===== src/rtl/axis_uart_tx_pkg.sv =====
// Shared helpers for the AXI-stream UART transmitter: line levels and counter sizing.
package axis_uart_tx_pkg;

  localparam logic LINE_IDLE  = 1'b1;
  localparam logic LINE_START = 1'b0;

  // Width of a down-counter that must hold values 0..n-1; never narrower than one bit.
  function automatic int unsigned cnt_w(input int unsigned n);
    return (n <= 2) ? 1 : $clog2(n);
  endfunction

endpackage


===== src/rtl/axis_uart_tx_baud.sv =====
// Bit-time counter: counts CLOCK_DIV-1 down to 0; tick marks the last cycle of a bit time.
module axis_uart_baud
  import axis_uart_tx_pkg::*;
#(
  parameter int unsigned CLOCK_DIV = 104
) (
  input  logic clock,
  input  logic resetn,
  input  logic restart,
  output logic tick,
  output logic pretick
);

  localparam int unsigned   CW     = cnt_w(CLOCK_DIV);
  localparam logic [CW-1:0] RELOAD = CW'(CLOCK_DIV - 1);

  logic [CW-1:0] cnt_q, cnt_d;

  // Reload on restart or after the terminal count so the sequence never wraps through all-ones.
  always_comb begin
    cnt_d = cnt_q - 1'b1;
    if (restart || (cnt_q == '0)) cnt_d = RELOAD;
  end

  always_ff @(posedge clock or negedge resetn) begin
    if (!resetn) cnt_q <= '0;
    else         cnt_q <= cnt_d;
  end

  assign tick    = (cnt_q == '0);
  // Lets the owner register a signal that must be high exactly in the tick cycle.
  assign pretick = (cnt_d == '0);

endmodule


===== src/rtl/axis_uart_tx.sv =====
// AXI-stream to UART transmitter: one frame per accepted word, back-to-back with no idle gap.
module axis_uart_tx
  import axis_uart_tx_pkg::*;
#(
  parameter int unsigned WIDTH     = 8,
  parameter int unsigned CLOCK_DIV = 104,
  parameter int unsigned STOP_BITS = 1
) (
  input  logic             clock,
  input  logic             resetn,
  input  logic [WIDTH-1:0] idata,
  input  logic             ivalid,
  output logic             iready,
  output logic             txd,
  output logic             busy
);

  localparam logic [1:0] ST_IDLE  = 2'd0;
  localparam logic [1:0] ST_START = 2'd1;
  localparam logic [1:0] ST_DATA  = 2'd2;
  localparam logic [1:0] ST_STOP  = 2'd3;

  localparam int unsigned   BW        = cnt_w(WIDTH + STOP_BITS + 1);
  localparam logic [BW-1:0] LAST_DATA = BW'(WIDTH - 1);
  localparam logic [BW-1:0] LAST_STOP = BW'(STOP_BITS - 1);

  logic [1:0]       state_q, state_d;
  logic [BW-1:0]    bit_q, bit_d;
  logic [WIDTH-1:0] shreg_q, shreg_d;
  logic             txd_q, txd_d;
  logic             iready_q, iready_d;
  logic             busy_q, busy_d;
  logic             xfer, tick, pretick;

  assign xfer = ivalid && iready_q;

  axis_uart_baud #(
    .CLOCK_DIV(CLOCK_DIV)
  ) u_baud (
    .clock  (clock),
    .resetn (resetn),
    .restart(xfer),
    .tick   (tick),
    .pretick(pretick)
  );

  always_ff @(posedge clock or negedge resetn) begin
    if (!resetn) begin
      state_q  <= ST_IDLE;
      bit_q    <= '0;
      txd_q    <= LINE_IDLE;
      iready_q <= 1'b1;
      busy_q   <= 1'b0;
    end else begin
      state_q  <= state_d;
      bit_q    <= bit_d;
      txd_q    <= txd_d;
      iready_q <= iready_d;
      busy_q   <= busy_d;
    end
  end

  // bit_q indexes data bits in DATA and stop bits in STOP.
  always_comb begin
    state_d = state_q;
    bit_d   = bit_q;
    case (state_q)
      ST_IDLE: begin
        if (xfer) begin
          state_d = ST_START;
          bit_d   = '0;
        end
      end
      ST_START: begin
        if (tick) begin
          state_d = ST_DATA;
          bit_d   = '0;
        end
      end
      ST_DATA: begin
        if (tick) begin
          if (bit_q == LAST_DATA) begin
            state_d = ST_STOP;
            bit_d   = '0;
          end else begin
            bit_d = bit_q + 1'b1;
          end
        end
      end
      ST_STOP: begin
        if (xfer) begin
          state_d = ST_START;
          bit_d   = '0;
        end else if (tick) begin
          if (bit_q == LAST_STOP) begin
            state_d = ST_IDLE;
            bit_d   = '0;
          end else begin
            bit_d = bit_q + 1'b1;
          end
        end
      end
      default: state_d = ST_IDLE;
    endcase
  end

  // Shift register holds the word; bit 0 is always the next data bit to send.
  always_comb begin
    shreg_d = shreg_q;
    if (xfer)                            shreg_d = idata;
    else if ((state_q == ST_DATA) && tick) shreg_d = {1'b1, shreg_q[WIDTH-1:1]};
  end

  always_ff @(posedge clock) begin
    shreg_q <= shreg_d;
  end

  // Outputs are registered from the next state so they line up with the frame cycles.
  always_comb begin
    case (state_d)
      ST_START: txd_d = LINE_START;
      ST_DATA:  txd_d = shreg_d[0];
      default:  txd_d = LINE_IDLE;
    endcase
    busy_d   = (state_d != ST_IDLE);
    iready_d = (state_d == ST_IDLE) ||
               ((state_d == ST_STOP) && (bit_d == LAST_STOP) && pretick);
  end

  assign iready = iready_q;
  assign txd    = txd_q;
  assign busy   = busy_q;

endmodule

===== config.mk =====
export PLATFORM = sky130hd
export DESIGN_NAME = axis_uart_tx
export DESIGN_NICKNAME = d
export VERILOG_FILES = /design/src/rtl/axis_uart_tx_pkg.sv /design/src/rtl/axis_uart_tx_baud.sv /design/src/rtl/axis_uart_tx.sv
export SDC_FILE = /design/constraint.sdc
export NUM_CORES = 1
export LEC_CHECK = 0
export BUFFER_PORTS_ARGS = -buffer_cell sky130_fd_sc_hd__buf_2
export CAP_MARGIN = 10
export CORE_MARGIN = 8
export CORE_UTILIZATION = 55
export DETAILED_ROUTE_END_ITERATION = 12
export GPL_TIMING_DRIVEN = 0
export HOLD_SLACK_MARGIN = 0.06
export PLACE_DENSITY = 0.74
export SETUP_SLACK_MARGIN = 0.3
export SLEW_MARGIN = 20
export SYNTH_ARGS = -nofsm -noshare
export SYNTH_HDL_FRONTEND = slang
export SYNTH_SLANG_ARGS = --single-unit
export TNS_END_PERCENT = 50

===== constraint.sdc =====
create_clock -name clock -period 2.9 [get_ports clock]
set_clock_uncertainty 0.2 [all_clocks]
set_input_delay 0.58 -clock clock [delete_from_list [all_inputs] [get_ports clock]]
set_output_delay 0.58 -clock clock [all_outputs]
set_load 0.01 [all_outputs]

==> summary by stage, run 1 <==
Run status
The run finished with clean final reports.

STA
The worst slew margin relative to its limit is 61.2%. The minimum period implied by the final worst setup slack is 2.44 ns. The worst path uses 84.1% of the clock period.

Setup repair after global routing left no endpoint under its margin. The achievable clock frequency is 0.410 GHz. The count of final setup violators is 0. The hold violation count in the final report is 0. The max-slew violation count is 0. Adding up every negative setup slack in the final design gives 0 ns. For the pin with the worst max-slew slack, the measured transition is 0.581 ns.

Across all hold checks on the routed design, the worst slack comes to 0.288 ns.

Routing
After detailed routing, the total wire length is 2.64 mm. Dividing the detail-routed via count by the number of cells gives 6.01. The count of vias placed by the detailed router is 1040.

The DRC violation total after the first TritonRoute iteration is 38. The count of antenna-violating nets left after detailed routing is 0. For this run, the detailed router's first-pass iteration total came to 4.

In the final routed layout, each cell accounts on average for 15.3 µm. After detailed routing, the number of remaining DRC violations is 0.

Synthesis
The commonest cells after synthesis are 14 x sky130_fd_sc_hd__dfrtp_1, 14 x sky130_fd_sc_hd__nand2_1, 9 x sky130_fd_sc_hd__nor2_1. Synthesis produced a netlist with a net count of 141. The number of distinct library cell variants in the gate-level netlist after synthesis is 47.

The number of synthesized flops with an enable pin is 7. Among all flip-flop cells after synthesis, the most frequent one is sky130_fd_sc_hd__dfrtp_1. The mapped netlist covers 0.00131 mm². The synthesized area divided by synthesized cell count is 10.3 µm².

The library cell occupying the most area in the post-synthesis netlist is sky130_fd_sc_hd__dfrtp_1. The number of warnings issued by yosys is 0. Sequential elements use 48.5% of the synthesized area. The top cell type's share of synthesized area is 26.8%. The count of state elements after synthesis is 24.

After synthesis, the cell types taking the most area are sky130_fd_sc_hd__dfrtp_1 27%, sky130_fd_sc_hd__edfxtp_1 16%, sky130_fd_sc_hd__a22o_1 5.4%. The share of flip-flops with an asynchronous set or reset is 66.7%. The number of cells produced by synthesis is 127.

Floorplanning
The floorplan step defined a die boundary enclosing 0.00419 mm². Pin placement for this block handled 14 I/O pins. The floorplan row count is 17. Once the floorplan was initialized, standard cells occupied 58.4% of the core. The floorplan die width is 64.7 µm. The total area inside the core boundary comes to 0.00223 mm². The height of the die is 64.7 µm.

Layout
The final standard cell count with taps included and fillers excluded is 173. At the end of the flow, the number of nets in the layout was 160. The number of diodes added for antenna fixing is 0. From synthesis to final layout, the design area changed by 10.5%. The ratio of cells with drive above 1 in the final layout is 18.6%.

Run
Across the run, the number of max-cap violations was 0.

Min path
The launch point of the worst hold path is u_baud.cnt_q[0]. The worst min-delay path class is register to register. The end of the worst hold path is u_baud.cnt_q[0]. The cell depth of the worst hold path is 1.

Critical path
In this design, the stage delay of the slowest critical-path cell is 0.49 ns. The origin of the critical flop-to-flop path is u_baud.cnt_q[0]. The endpoint identified for the worst register-to-register timing path is iready.

The number of buffers and inverters on the critical path is 1. The worst setup path is captured at a register. The required time of the critical path is 2.94 ns. Setup slack on the worst reg-to-reg path comes out at 0.46 ns. The category of cells accounting for the largest share of critical-path delay is compound AO/OA/AOI/OAI gates. For this design, the slowest cell found on the critical path is sky130_fd_sc_hd__nor3b_2. The critical path startpoint category is a register. At the worst endpoint, the arrival time is 2.48 ns.

The worst register-to-register path has a depth of 7. The highest net fanout along the worst path is 9. Walking the worst path, the cells encountered are inv_1 -> ha_1 -> nor3b_2 -> a22o_1 -> a221oi_1 -> a221o_1 -> o31ai_2. The critical path is of the register to register type.

Placed design
The half-perimeter wire length after detailed placement is 2.05 mm. The count of port buffers added during placement is 13. Routability-driven placement finished with a final weighted congestion of 0.827. After detailed placement, the design holds a cell count of 168.

Clock tree
The clock drives 24 sinks. Counting the buffers created by CTS gives 3. The CTS tree is yes. In this run the number of H-tree levels came out at 1. After clock tree synthesis, the clock-pin slew on the worst setup and hold paths is 0.13 ns. In this run the clock root is driven by a sky130_fd_sc_hd__clkbuf_4.

No sink is reached through more buffers than the 2 on the longest clock path. The number of post-CTS setup repair buffers is 0. At the later pin of the worst-skew pair, clock insertion delay measures 0.31 ns.

Global routing
The maximum number of pins on one net before global-route repair is 17. The number of global-route vias before repair is 1048. The total global routing track utilization is 13.7%. The wire length of the first global-routing pass is 4.73 mm. The number of antenna violations at the first check in global routing is 0.

For this run the aggregate overflow at the end of global routing stands at 0.

Power and ir drop
Power comes to 0.00111 W. The total power density per cell area is 768 mW/mm². The peak supply drop is 0.000455 V.

The reported leakage power is 0.609 nW.
[worst register-to-register path: cells and delay by family, from the launching register on]
family          cells  cell delay, ns
compound gates      4            0.99
simple gates        1            0.49
flops               1            0.42
fa+ha+maj           1            0.21
buf+inv             1            0.07
[layer usage]
metal	track usage, %	vias up	share of wire [%]
li1	-	524	-
met5	0	-	0
met2	21.7	15	46
met3	2.58	4	3.3
met4	4.36	0	0.83
met1	18.3	497	50
[cell families (layout without fill, tap and decap cells)]
kind of cell             after synthesis  in the layout  synth area share (%)
AND/OR/NAND/NOR                       48             48                  21.0
AO/OA/AOI/OAI                         37             37                  21.3
flip-flops                            24             24                  48.5
buffers and inverters                 10             28                  2.97
XOR/XNOR                               5              5                  3.36
adder cells (fa/ha/maj)                3              3                  2.88
[repair_timing]
item | 4_1_cts | 5_1_grt
endpoints found under the hold margin | 14 | 0
hold buffers | 1 | 0
resized for setup | 0 | 0
[cells in the final DEF (no fill, tap or decap), types with 5 or more instances in the layout]
master / n
sky130_fd_sc_hd__a21oi_1: 7
sky130_fd_sc_hd__a22o_1: 8
sky130_fd_sc_hd__buf_2: 14
sky130_fd_sc_hd__dfrtp_1: 14
sky130_fd_sc_hd__edfxtp_1: 7
sky130_fd_sc_hd__inv_1: 5
sky130_fd_sc_hd__nand2_1: 14
sky130_fd_sc_hd__nand3_1: 5
sky130_fd_sc_hd__nor2_1: 9
sky130_fd_sc_hd__o21ai_0: 5
[metrics by stage]
| step | util, % | setup WS, ns | cell area (µm²) |
|---|---|---|---|
| floorplan | - | 0.690 | 1310 |
| global placement | 62.9 | 0.556 | 1410 |
| detailed placement | 62.9 | 0.484 | 1410 |
| CTS | 64.5 | 0.457 | 1440 |
| global route | 64.5 | 0.307 | 1440 |
| finish | 64.5 | 0.460 | 1440 |
[sequential cells by signal, indices dropped and copies added (netlist names)]
register,flops
iready,1
txd,1
shreg_q,8
bit_q,4
busy,1
u_baud.cnt_q,7
state_q,2
[how the worst max path moves through the flow]
| stage | start | to | slack (ns) | depth (start not counted) |
|---|---|---|---|---|
| after floorplan | u_baud.cnt_q[0] | shreg_q[1] | 0.69 | 5 |
| final | u_baud.cnt_q[0] | iready | 0.46 | 7 |
| after CTS | u_baud.cnt_q[0] | iready | 0.46 | 7 |
| after global placement | u_baud.cnt_q[0] | shreg_q[7] | 0.56 | 5 |
| after detailed placement | u_baud.cnt_q[0] | iready | 0.48 | 7 |
| after global routing | u_baud.cnt_q[0] | iready | 0.31 | 7 |
[where the power goes]
part | total [W] | switching (W) | internal, W
Clock | 0.000145 | 0.0000949 | 0.0000502
Sequential | 0.000542 | 0.0000901 | 0.000451
Combinational | 0.000421 | 0.000238 | 0.000183
Total | 0.00111 | 0.000423 | 0.000685
[final cells by class]
cell class | count | area, µm²
plain buffers | 5 | 20.0
fillers | 189 | 792
well taps | 28 | 35.0
inverters | 5 | 18.8
repair buffers | 14 | 75.1
clock inverters | 1 | 3.75
multi-input cells | 93 | 633
flip-flops and latches | 24 | 633
clock buffers | 3 | 22.5
(Power assumes the default switching activity.)
==> inputs of run 2 (changes only) <==
CORE_UTILIZATION = 51   (was 55)
PLACE_DENSITY = 0.73   (was 0.74)
clock period = 2.09 ns   (was 2.9 ns; I/O delays follow)
==> run 2 against run 1 <==
The flow now finishes with violations (negative setup slack). Utilization rose by 2.9 points. Count of clock-buffer cells in the layout did not move. Wire length rose by 27%.
==> summary by stage, run 2 (same netlist as run 1, synthesis figures left out) <==
Floorplanning
The number of top-level pins is 14. The floorplan die width is 66.6 µm. The effective utilization at floorplan is 53.2%. The area of the placeable core is 0.00245 mm². The height of the die is 66.6 µm. The die covers 0.00443 mm². The floorplan row count is 18.

Layout
The number of diodes added for antenna fixing is 0. Registers take 636 µm². The ratio of cells with drive above 1 in the final layout is 34.6%.

The largest registers in the layout are shreg_q (8), u_baud.cnt_q (7), bit_q (4). After filler insertion, the fill cell instance count of the layout stands at 189. The commonest non-fill, non-tap cell in the layout is sky130_fd_sc_hd__buf_2. The largest register by flop count is shreg_q. The area growth from synthesis to layout is 26.9%.

The final layout contains 171 nets. Summing all multi-input logic gate instances after layout gives 743 µm². The final standard cell count with taps included and fillers excluded is 186.

The number of flip-flops in the largest register is 8. In the layout the commonest cells are 15 x sky130_fd_sc_hd__buf_2, 13 x sky130_fd_sc_hd__nand2_1, 12 x sky130_fd_sc_hd__dfrtp_1, 8 x sky130_fd_sc_hd__a22o_1, 8 x sky130_fd_sc_hd__nor2_1.

Global routing
The total global routing track utilization is 16.1%. The number of global-route vias before repair is 1162. The total overflow left after global routing is 0.

The number of antenna violations at the first check in global routing was 0. The wire length of the first global-routing pass is 5.59 mm. The maximum number of pins on one net before global-route repair is 17.

Critical path
The origin of the critical flop-to-flop path is u_baud.cnt_q[0]. The cell count of the worst reg-to-reg path is 7. STA classifies the critical path endpoint as a register. Data on the critical path is required at its endpoint by 2.13 ns. The worst-case register-to-register setup slack is -0.19 ns. The kind of critical path is register to register. The worst path buffer plus inverter count is 1. The critical path arrival is 2.32 ns. The worst setup path is launched from a register. In this design, the largest share of critical-path delay is due to simple AND/OR/NAND/NOR gates. For this run, the slowest stage of the critical path takes 0.45 ns. The endpoint of the most critical register-to-register path is txd. The cell with the largest stage delay on the worst path is sky130_fd_sc_hd__or4_4. In this run the worst path has a maximum fanout of 4. The signal on the critical path passes through inv_2 -> ha_4 -> or3b_4 -> or4_4 -> o211ai_4 -> o21bai_1 -> a31oi_1.

Clock tree
The tree built by TritonCTS fans out to 24 sinks. The clock reaches the later pin of the worst-skew pair after 0.31 ns. The number of CTS-inserted buffers is 3.

The number of H-tree levels is 1. The clock edge transition at the registers on the reported setup and hold paths is 0.13 ns. TritonCTS built the clock tree. Clock tree synthesis selected as its root buffer the cell sky130_fd_sc_hd__clkbuf_4.

The clock passes through at most 2 buffers.

Routing
The detail route stage leaves a number of antenna-violating nets equal to 0. The DRC violation total after the first TritonRoute iteration is 97. The final layout contains routed wiring with a total length of 3.34 mm. For this run, design rule violations remaining after detail routing come to 0. Dividing the detail-routed via count by the number of cells gives 6.04. The count of vias placed by the detailed router is 1123. The number of detailed-route iterations in the first pass is 5. After detailed routing, the average wire length per cell comes to 18.0 µm.

Power and ir drop
Dividing total power by cell area gives a power density of 1090 mW/mm². Summed over all cells, the static leakage comes to 0.686 nW. The peak supply drop is 0.000730 V.

STA
The share of the clock period used by the worst path after layout is 109%. The achievable clock frequency is 0.439 GHz. After layout, the minimum clock period comes to 2.28 ns. The max-slew violation count was 0. Setup repair after global routing could not meet its margin everywhere. The post-route worst setup slack is -0.190 ns. The count of final setup violators is 9. The worst pin sits at a relative slew slack of 67.5%. The smallest hold slack is 0.170 ns.

The hold violation count in the final report is 0. At the pin with the least slew margin, the transition time is 0.487 ns.

Placed design
OpenSTA, run right after detailed placement, puts the worst setup slack at -0.217 ns. The cell total after placement is 170. The half-perimeter wire length after detailed placement is 2.17 mm. The routability congestion estimate from global placement is 0.850. In this run the tool buffered the top-level ports with 13 buffer cells.

Run status
The flow ran to the end, but the final reports show violations. The final reports fail on negative setup slack.

Min path
The launch point of the worst hold path is idata[7]. The worst hold path passes through 2 cells. For hold timing, the worst endpoint is shreg_q[7].

The min-delay analysis places its worst path in the category input port to register.

Run
The reported max-cap violation count is 0.
-- run 2: stage by stage --
step	TNS [ns]	power, W	cell area [µm²]	util, %
floorplan	0	0.00121	1320	-
global placement	-0.859	0.00135	1430	58.1
detailed placement	-1.60	0.00138	1430	58.1
CTS	-1.15	0.00175	1620	65.9
global route	-1.93	0.00192	1660	67.5
finish	-1.20	0.00180	1660	67.5
-- run 2: repair_timing --
action	in CTS	in global routing
gates cloned	0	0
setup buffers	9	2
endpoints found under the setup margin	24	24
endpoints found under the hold margin	14	0
hold buffers	1	0
gates resized for setup	19	6
pin swaps	5	9
-- run 2: final cells by class --
type                       count  share of cell area [%]
sequential                    24                    38.4
clock buffer                   3                    1.36
clock inverter                 1                   0.227
timing repair buffer          25                    10.4
inverter                       5                    1.13
multi-input combinational     93                    44.9
tap                           30                    2.27
buffer                         5                    1.36
-- run 2: worst max-delay path by stage --
stage | startpoint | to | cells after the start
3_3_place_gp | u_baud.cnt_q[0] | txd | 7
3_5_place_dp | u_baud.cnt_q[0] | iready | 7
6_report | u_baud.cnt_q[0] | txd | 7
5_1_grt | u_baud.cnt_q[0] | txd | 7
2_1_floorplan | u_baud.cnt_q[0] | txd | 7
4_1_cts | u_baud.cnt_q[0] | txd | 7
-- run 2: power breakdown --
part / switching (W) / internal (W) / total [W]
clock: 0.000136 / 0.0000699 / 0.000206
sequential: 0.000160 / 0.000630 / 0.000790
combinational: 0.000429 / 0.000376 / 0.000805
-- run 2: routing by layer --
| metal | up-vias | wire (µm) | global-route usage, % |
|---|---|---|---|
| li1 | 538 | - | - |
| met1 | 551 | 1430 | 19.8 |
| met2 | 28 | 1700 | 27.0 |
| met3 | 6 | 163 | 3.52 |
| met4 | 0 | 41 | 5.33 |
| met5 | - | 0 | 0 |
